<file path="src/rtl/delay_seq_scheduler.sv">
// Four-channel delay-table player: each channel fetches its delay words over one shared,
// round-robin arbitrated RAM read port and fires once per entry. Loop playback: DELAY_SEQ_LOOP_EN.
module delay_seq_scheduler #(
  parameter int ADDR_W = 11,
  parameter int DLY_W  = 24,
  parameter int RD_LAT = 2   // read latency in cycles, 1..4
) (
  input  logic              clk,
  input  logic              rst_n,
  input  logic              I_TRIG,
  input  logic              I_ABORT,
`ifdef DELAY_SEQ_LOOP_EN
  input  logic              I_LOOP,
`endif
  input  logic [ADDR_W-1:0] I_LEN_RAM1,
  input  logic [ADDR_W-1:0] I_LEN_RAM2,
  input  logic [ADDR_W-1:0] I_LEN_RAM3,
  input  logic [ADDR_W-1:0] I_LEN_RAM4,
  output logic              O_RD_EN,
  output logic [1:0]        O_RD_SEL,
  output logic [ADDR_W-1:0] O_RD_ADDR,
  input  logic [DLY_W-1:0]  I_RD_DATA,
  output logic [3:0]        O_FIRE,
  output logic [3:0]        O_BUSY,
  output logic              O_SEQ_DONE
);

  typedef enum logic [2:0] {S_IDLE, S_FETCH, S_WAIT, S_COUNT, S_DONE} ch_state_e;

  ch_state_e         state_q [4];
  ch_state_e         state_d [4];
  logic [ADDR_W-1:0] addr_q  [4];
  logic [ADDR_W-1:0] addr_d  [4];
  logic [ADDR_W-1:0] len_q   [4];
  logic [ADDR_W-1:0] len_d   [4];
  logic [ADDR_W-1:0] len_in  [4];
  logic [DLY_W-1:0]  cnt_q   [4];
  logic [DLY_W-1:0]  cnt_d   [4];
  logic [1:0]        rr_q, rr_d;
  logic [RD_LAT-1:0] tag_vld_q;
  logic [1:0]        tag_id_q [RD_LAT];
  logic              loop_q, loop_d;
  logic              empty_done_q, empty_done_d;
  logic              trig_ok, all_empty, grant, in_flight, cap_vld;
  logic [1:0]        grant_id, cap_id;
  logic [3:0]        finish;

  assign len_in[0] = I_LEN_RAM1;
  assign len_in[1] = I_LEN_RAM2;
  assign len_in[2] = I_LEN_RAM3;
  assign len_in[3] = I_LEN_RAM4;

  assign in_flight = |tag_vld_q;
  assign cap_vld   = tag_vld_q[RD_LAT-1];
  assign cap_id    = tag_id_q[RD_LAT-1];

  // Busy flags and the round-robin grant: search starts one past the last granted channel.
  always_comb begin
    grant    = 1'b0;
    grant_id = rr_q;
    for (int c = 0; c < 4; c++) begin
      O_BUSY[c] = (state_q[c] != S_IDLE) && (state_q[c] != S_DONE);
    end
    for (int k = 1; k <= 4; k++) begin
      if (!grant && !in_flight && state_q[rr_q + 2'(k)] == S_FETCH) begin
        grant    = 1'b1;
        grant_id = rr_q + 2'(k);
      end
    end
  end

  assign O_RD_EN   = grant;
  assign O_RD_SEL  = grant ? grant_id : 2'd0;
  assign O_RD_ADDR = grant ? addr_q[grant_id] : '0;

  assign all_empty = (len_in[0] == '0) && (len_in[1] == '0) && (len_in[2] == '0) && (len_in[3] == '0);
  assign trig_ok   = I_TRIG && !I_ABORT && (O_BUSY == 4'b0000);

  // NOTE: every signal written here gets its default first, so no path can infer a latch.
  always_comb begin
    rr_d         = grant ? grant_id : rr_q;
`ifdef DELAY_SEQ_LOOP_EN
    loop_d       = trig_ok ? I_LOOP : loop_q;
`else
    loop_d       = 1'b0;
`endif
    empty_done_d = trig_ok && all_empty && !loop_d;
    O_FIRE       = '0;
    finish       = '0;
    for (int c = 0; c < 4; c++) begin
      state_d[c] = state_q[c];
      addr_d[c]  = addr_q[c];
      len_d[c]   = len_q[c];
      cnt_d[c]   = cnt_q[c];
      case (state_q[c])
        S_FETCH: if (grant && grant_id == 2'(c)) state_d[c] = S_WAIT;
        S_WAIT: begin
          if (cap_vld && cap_id == 2'(c)) begin
            cnt_d[c]   = I_RD_DATA;
            state_d[c] = S_COUNT;
          end
        end
        S_COUNT: begin
          if (cnt_q[c] == '0) begin
            O_FIRE[c] = 1'b1;
            if (addr_q[c] != len_q[c]) begin
              addr_d[c]  = addr_q[c] + ADDR_W'(1);
              state_d[c] = S_FETCH;
            end else if (loop_q) begin
              addr_d[c]  = ADDR_W'(1);
              state_d[c] = S_FETCH;
            end else begin
              state_d[c] = S_DONE;
              finish[c]  = 1'b1;
            end
          end else begin
            cnt_d[c] = cnt_q[c] - DLY_W'(1);
          end
        end
        default: ;
      endcase
      if (trig_ok) begin
        len_d[c]   = len_in[c];
        addr_d[c]  = ADDR_W'(1);
        state_d[c] = (len_in[c] != '0) ? S_FETCH : S_DONE;
      end
      if (I_ABORT) state_d[c] = S_IDLE;
    end
  end

  // The sequence ends when something finishes and no other channel is left busy.
  assign O_SEQ_DONE = empty_done_q || ((finish != 4'b0000) && ((O_BUSY & ~finish) == 4'b0000));

  // NOTE: the tag pipe is a handful of flops, so it is reset like any other state; abort flushes it.
  always_ff @(posedge clk or negedge rst_n) begin
    if (!rst_n) begin
      for (int c = 0; c < 4; c++) begin
        state_q[c] <= S_IDLE;
        addr_q[c]  <= '0;
        len_q[c]   <= '0;
        cnt_q[c]   <= '0;
      end
      for (int k = 0; k < RD_LAT; k++) tag_id_q[k] <= '0;
      tag_vld_q    <= '0;
      rr_q         <= 2'd3;
      loop_q       <= 1'b0;
      empty_done_q <= 1'b0;
    end else begin
      for (int c = 0; c < 4; c++) begin
        state_q[c] <= state_d[c];
        addr_q[c]  <= addr_d[c];
        len_q[c]   <= len_d[c];
        cnt_q[c]   <= cnt_d[c];
      end
      tag_vld_q[0] <= grant && !I_ABORT;
      tag_id_q[0]  <= grant_id;
      for (int k = 1; k < RD_LAT; k++) begin
        tag_vld_q[k] <= tag_vld_q[k-1] && !I_ABORT;
        tag_id_q[k]  <= tag_id_q[k-1];
      end
      rr_q         <= rr_d;
      loop_q       <= loop_d;
      empty_done_q <= empty_done_d;
    end
  end

endmodule

</file>
<file path="config.mk">
export PLATFORM = sky130hd
export DESIGN_NAME = delay_seq_scheduler
export DESIGN_NICKNAME = d
export VERILOG_FILES = /design/src/rtl/delay_seq_scheduler.sv
export SDC_FILE = /design/constraint.sdc
export NUM_CORES = 1
export LEC_CHECK = 0
export ABC_AREA = 1
export CORE_AREA = 2 2 214 216
export DETAILED_ROUTE_END_ITERATION = 12
export DIE_AREA = 0 0 216 218
export PLACE_DENSITY = 0.46
export SLEW_MARGIN = 20
export SYNTH_ARGS = -nofsm -noshare
export SYNTH_HDL_FRONTEND = slang
export SYNTH_SLANG_ARGS = --single-unit
</file>
<file path="constraint.sdc">
create_clock -name clk -period 5.4 [get_ports clk]
set_input_delay 0.54 -clock clk [delete_from_list [all_inputs] [get_ports clk]]
set_output_delay 0.54 -clock clk [all_outputs]
set_load 0.05 [all_outputs]
</file>
; ---- Yosys cells after proc, flatten, opt, wreduce, memory -nomap -nowiden
; Index checks and enable logic that the tools add are counted.
[word_totals]
register_bits = 205
in_bits = 72
output_inout_bits = 23
word_cells = 287
[classes]
add_sub_neg = 11
n_lt_le_gt_ge = 5
eq_ne = 50
mux = 105
bitwise_logic = 7
reduce_logical = 88
[ops]
columns = cell, n
row1 = $mux 11, 19
row2 = $mux 24, 8
row3 = $pmux 24 s2, 4
row4 = $mux 3, 36
row5 = $logic_not 24->1, 4
row6 = $sub 24x1->24 const B, 4
row7 = $ne 4x4->1 const B, 12
row8 = $add 11x1->11 const B, 4
row9 = $logic_not 11->1, 4
row10 = $ne 11x11->1, 4
row11 = $reduce_bool 11->1, 4
row12 = $pmux 3 s3, 4
row13 = $reduce_bool 2->1, 16
row14 = $logic_and 1x1->1, 28
row15 = $bmux 3 s2, 4
row16 = $eq 3x1->1 const B, 8
row17 = $eq 3x2->1 const B, 8
row18 = $mux 1, 24
row19 = $reduce_and 3->1, 8
row20 = $bmux 11 s2, 1
row21 = $reduce_bool 5->1, 4
row22 = $ne 2x2->1 const B, 8
row23 = $reduce_and 4->1, 4
row24 = $ge 3x3->1 const B, 5
row25 = other kinds (16), 41

; ---- Longest topological paths before layout
[depth]
depth_word = 26
depth_mapped = 19
depth_no_buf = 19

; ---- Worst setup path before layout
; No wires, ideal clock.
[synth_path]
kind = register to output
startpoint = register state_q[4] (netlist name)
endpoint = output port O_FIRE[2]
arrival_ps = 2882
required_time_ps = 4860
setup_slack_ps = 1978
stages_incl_launch_ff = 9
n_path_buf = 2
path_cell_list = dfrtp_1 > inv_1 > nor2_1 > inv_2 > nor2_1 > inv_2 > clkbuf_1 > clkbuf_1 > nor4_1
[synth_between]
elab_chain_cells = 2
[synth_rtl]
columns = item, line
row1 = "start, declared", 30  ; ch_state_e state_q [4];
row2 = "start signal, assigned by index", 150  ; state_q[c] <= state_d[c];
row3 = $eq 3x2->1, 95  ; case (state_q[c])
row4 = $mux 1, 95
row5 = "end, declared", 23  ; output logic [3:0] O_FIRE,
; Every way passes these cells.

; ---- Worst setup path after layout
[layout_path]
startpoint = register rr_q[0]
endpoint = output port O_RD_ADDR[10]
[layout_between]
elab_chain_cells = 25
word_cells_on_any_way = 46
cone_classes = 3 x add/sub / 4 x eq/ne / 24 x mux / 5 x bitwise / 10 x reduce/logical
[layout_rtl]
columns = item, line
row1 = "start, declared", 39  ; logic [1:0] rr_q, rr_d;
row2 = "start signal, assigned", 161  ; rr_q <= rr_d;
row3 = $add 2x1->2, "65, 67"
row4 = $not 2->3 (implied by the code), 65  ; if (!grant && !in_flight && state_q[rr_q + 2'(k)] == S_FETCH) begin
row5 = $bmux 3 s2, 65
row6 = $mux 3 (implied by the code) (2 in series), 65
row7 = $eq 3x1->1, 65
row8 = $logic_and 1x1->1, 65
row9 = $mux 1, 65
row10 = $logic_not 1->1, 65
row11 = [... 7 more ...], n/a
row12 = $logic_not 1->1, 65
row13 = $logic_and 1x1->1 (2 in series), 65
row14 = $mux 2 (*), 65
row15 = named net grant_id[0], 45  ; logic [1:0] grant_id, cap_id;
row16 = $not 2->3 (implied by the code) (*), 74  ; assign O_RD_ADDR = grant ? addr_q[grant_id] : '0;
row17 = $bmux 11 s2 (*), 74
row18 = $mux 11 (implied by the code) (*) (2 in series), 74
row19 = $mux 11 (*), 74
row20 = "end, declared", 21  ; output logic [ADDR_W-1:0] O_RD_ADDR,
; Mark *: on every way through the listed nets, which the timed path passes. The rest lies on a longest branch. The select of a mux whose other input is x is not followed.

==> qor.txt <==
status - completed
setup_tns - 0 ns
Leak - 6.87 nW
total track usage - 0.180
flops & latches, synth - 205
largest net degree at the start of global routing - 111
Final Hold Fails - 0
Multi-input gate area - 6950 sq um
Critical Path RT - 4.86 ns
clk_lat worst skew - 0.58 ns
hold slack - 0.0420 ns
syn_area_per_cell - 7.02 sq um
Hold Path Class - input port to asynchronous set/reset pin
CP Class - flop to primary output
Worst-path clk slew - 0.06 ns
CP Launch Type - flop
CTS sink count - 205
Peak supply drop - 351 uV
IO Count - 95
Crit. End Element - primary output
share of cells above drive strength 1 - 0.0778
flop2flop setup slack - 2.35 ns
Worst slew margin - 0.307
Die Y - 218 um
cell area after layout - 15700 sq um
Via Count - 12500
critical-path maximum fanout - 32
Initial DRC Count - 863
FMAX - 227 MHz
CTS Buffer Depth - 3
CTS buffer count - 28
Die Wd - 216 um
row cnt - 78
Core Util, Final - 0.349
total of warnings raised by yosys - 0
sequential element share of the synthesized area - 0.387
register area - 5130 sq um
Tmin final - 4.41 ns
worst-margin pin slew - 1.04 ns
global placer's final weighted congestion - 0.853
PortBufs - 94
Synth Net Count - 1969
post-DP HPWL - 31200 um
Initial DRT Pass Iterations - 6
core area - 44900 sq um
clock tree root driver cell - clkbuf_16
Mapped Area - 13300 sq um
count of final setup violators - 0
commonest cells after routing, fill and taps aside - 465 x nand2_1, 214 x inv_1, 203 x dfrtp_1
initial antenna violation count - 0
commonest non-fill, non-tap cell in the layout - nand2_1
vias in the first global route - 12100
die area - 47100 sq um
RR Endpoint - addr_q[0]$_DFFE_PN0P_
DRT Wirelength - 42300 um
post-route ant nets - 0
CTS tree - done
fillcell total - 4800
Initial Utilization - 0.295
worst r2r path cells - 9
number of distinct library cells after synthesis - 59
RSZ-0062 raised after global routing - no
Slew Viols, Final - 0
Final Skew - 0.0239 ns
Mapped Cells - 1889
hold buffer count at CTS - 0
Placed Instance Area - 14800 sq um
htree depth - 1
# resized after CTS - 0
Worst EP arrival - 3.87 ns
Final #Nets - 2039
total gr overflow - 0
Syn-to-layout area delta - 18.3%
first-pass GRT wire length - 68000 um
final worst path period share - 0.817
WL/cell - 16.4 um
Vias/cell - 4.86
DRC viols - 0
Setup Buffers After CTS - 0
worst r2r src - state_q[9]$_DFFE_PN0P_
max_cap viols - 0
pwr/cell area - 552 nW/um^2
n_diodes - 0
[layer usage]
layer	track usage	wire length, um	up-vias
met5	0	0	-
met4	0.0374	642	0
met3	0.0229	1810	46
met2	0.279	18600	248
met1	0.267	21300	5894
li1	-	-	6354
[synthesized netlist by cell type, drive strengths merged]
cell,n,area [sq um]
ha,8,100
nor4b,1,8.76
nor2,200,825
a22oi,8,60.1
nand2,484,1900
a211oi,7,52.6
o311ai,1,8.76
inv,233,877
a21oi,90,469
a311oi,1,8.76
clkbuf,40,150
nand3,124,643
o221ai,3,26.3
o31ai,5,42.5
nor4,30,209
or2,14,87.6
dfrtp,203,5080
nand3b,2,15.0
dfstp,2,52.6
xor2,37,324
buf,27,184
a32o,1,10.0
o32ai,1,8.76
a2bb2oi,2,17.5
o22ai,17,106
a21o,1,7.51
nand4,25,175
xnor2,25,219
o211ai,11,87.6
nor3b,1,7.51
o41ai,4,35.0
o21a,6,45.0
nor3,52,280
o21ai,209,1050
a31oi,14,87.6
[stage by stage]
step           instances  total power [mW]  setup WS, ns
2_1_floorplan       1889              5.75          1.98
3_3_place_gp        2529              6.74          1.69
3_5_place_dp        2529              6.79          1.64
4_1_cts             2580              8.73         0.994
5_1_grt             2580              9.38         0.717
6_report            2580              8.66         0.986
[flip-flops by register name, indices dropped and copies added (netlist names)]
register and cells:
cnt_q 96, addr_q 44, len_q 44, state_q 12, cap_id 2, rr_q 2
tag_id_q 2, tag_vld_q 2, empty_done_q 1
[worst max-delay path, cell delays in order (launching register included)]
cell	delay (ns)
dfstp_2	0.68
inv_2	0.15
nand2_1	0.08
nand2_1	0.06
nor2_2	0.14
nand3b_1	0.09
nand2_1	0.17
nand3_4	0.12
nand2_2	0.10
nand2_4	0.22
inv_4	0.19
nand2_4	0.08
nor2_1	0.13
nor2_1	0.06
a21oi_1	0.17
clkdlybuf4s50_1	0.84
[cells by family (layout without fill, tap and decap cells)]
group,count (synthesis),count (layout),synth area share
buffers and inverters,300,391,0.0913
AO/OA/AOI/OAI,381,381,0.160
flip-flops,205,205,0.387
AND/OR/NAND/NOR,933,933,0.313
XOR/XNOR,62,62,0.0409
adder cells (fa/ha/maj),8,8,0.00755
[cell type report]
| class | count | area share |
|---|---|---|
| Clock buffer | 44 | 0.0523 |
| Clock inverter | 7 | 0.00654 |
| Inverter | 233 | 0.0559 |
| Multi-Input combinational cell | 1384 | 0.443 |
| Sequential cell | 205 | 0.327 |
| Tap cell | 600 | 0.0479 |
| Timing Repair Buffer | 107 | 0.0673 |
[power breakdown]
part,switching [mW],internal (mW),total [mW]
logic,2.75,1.29,4.04
clock network,0.749,1.13,1.88
registers,0.563,2.17,2.73
[worst max path at each step]
stage | end | startpoint | depth (start not counted) | slack (ns)
floorplan | O_FIRE[2] | state_q[4]$_DFFE_PN0P_ | 8 | 1.98
global placement | addr_q[0]$_DFFE_PN0P_ | I_ABORT | 9 | 1.69
detailed placement | O_RD_ADDR[10] | rr_q[0]$_DFFE_PN1P_ | 15 | 1.64
CTS | O_RD_ADDR[8] | rr_q[0]$_DFFE_PN1P_ | 15 | 0.99
global route | O_RD_ADDR[10] | rr_q[0]$_DFFE_PN1P_ | 15 | 0.72
finish | O_RD_ADDR[10] | rr_q[0]$_DFFE_PN1P_ | 15 | 0.99
(Power assumes the default switching activity.)
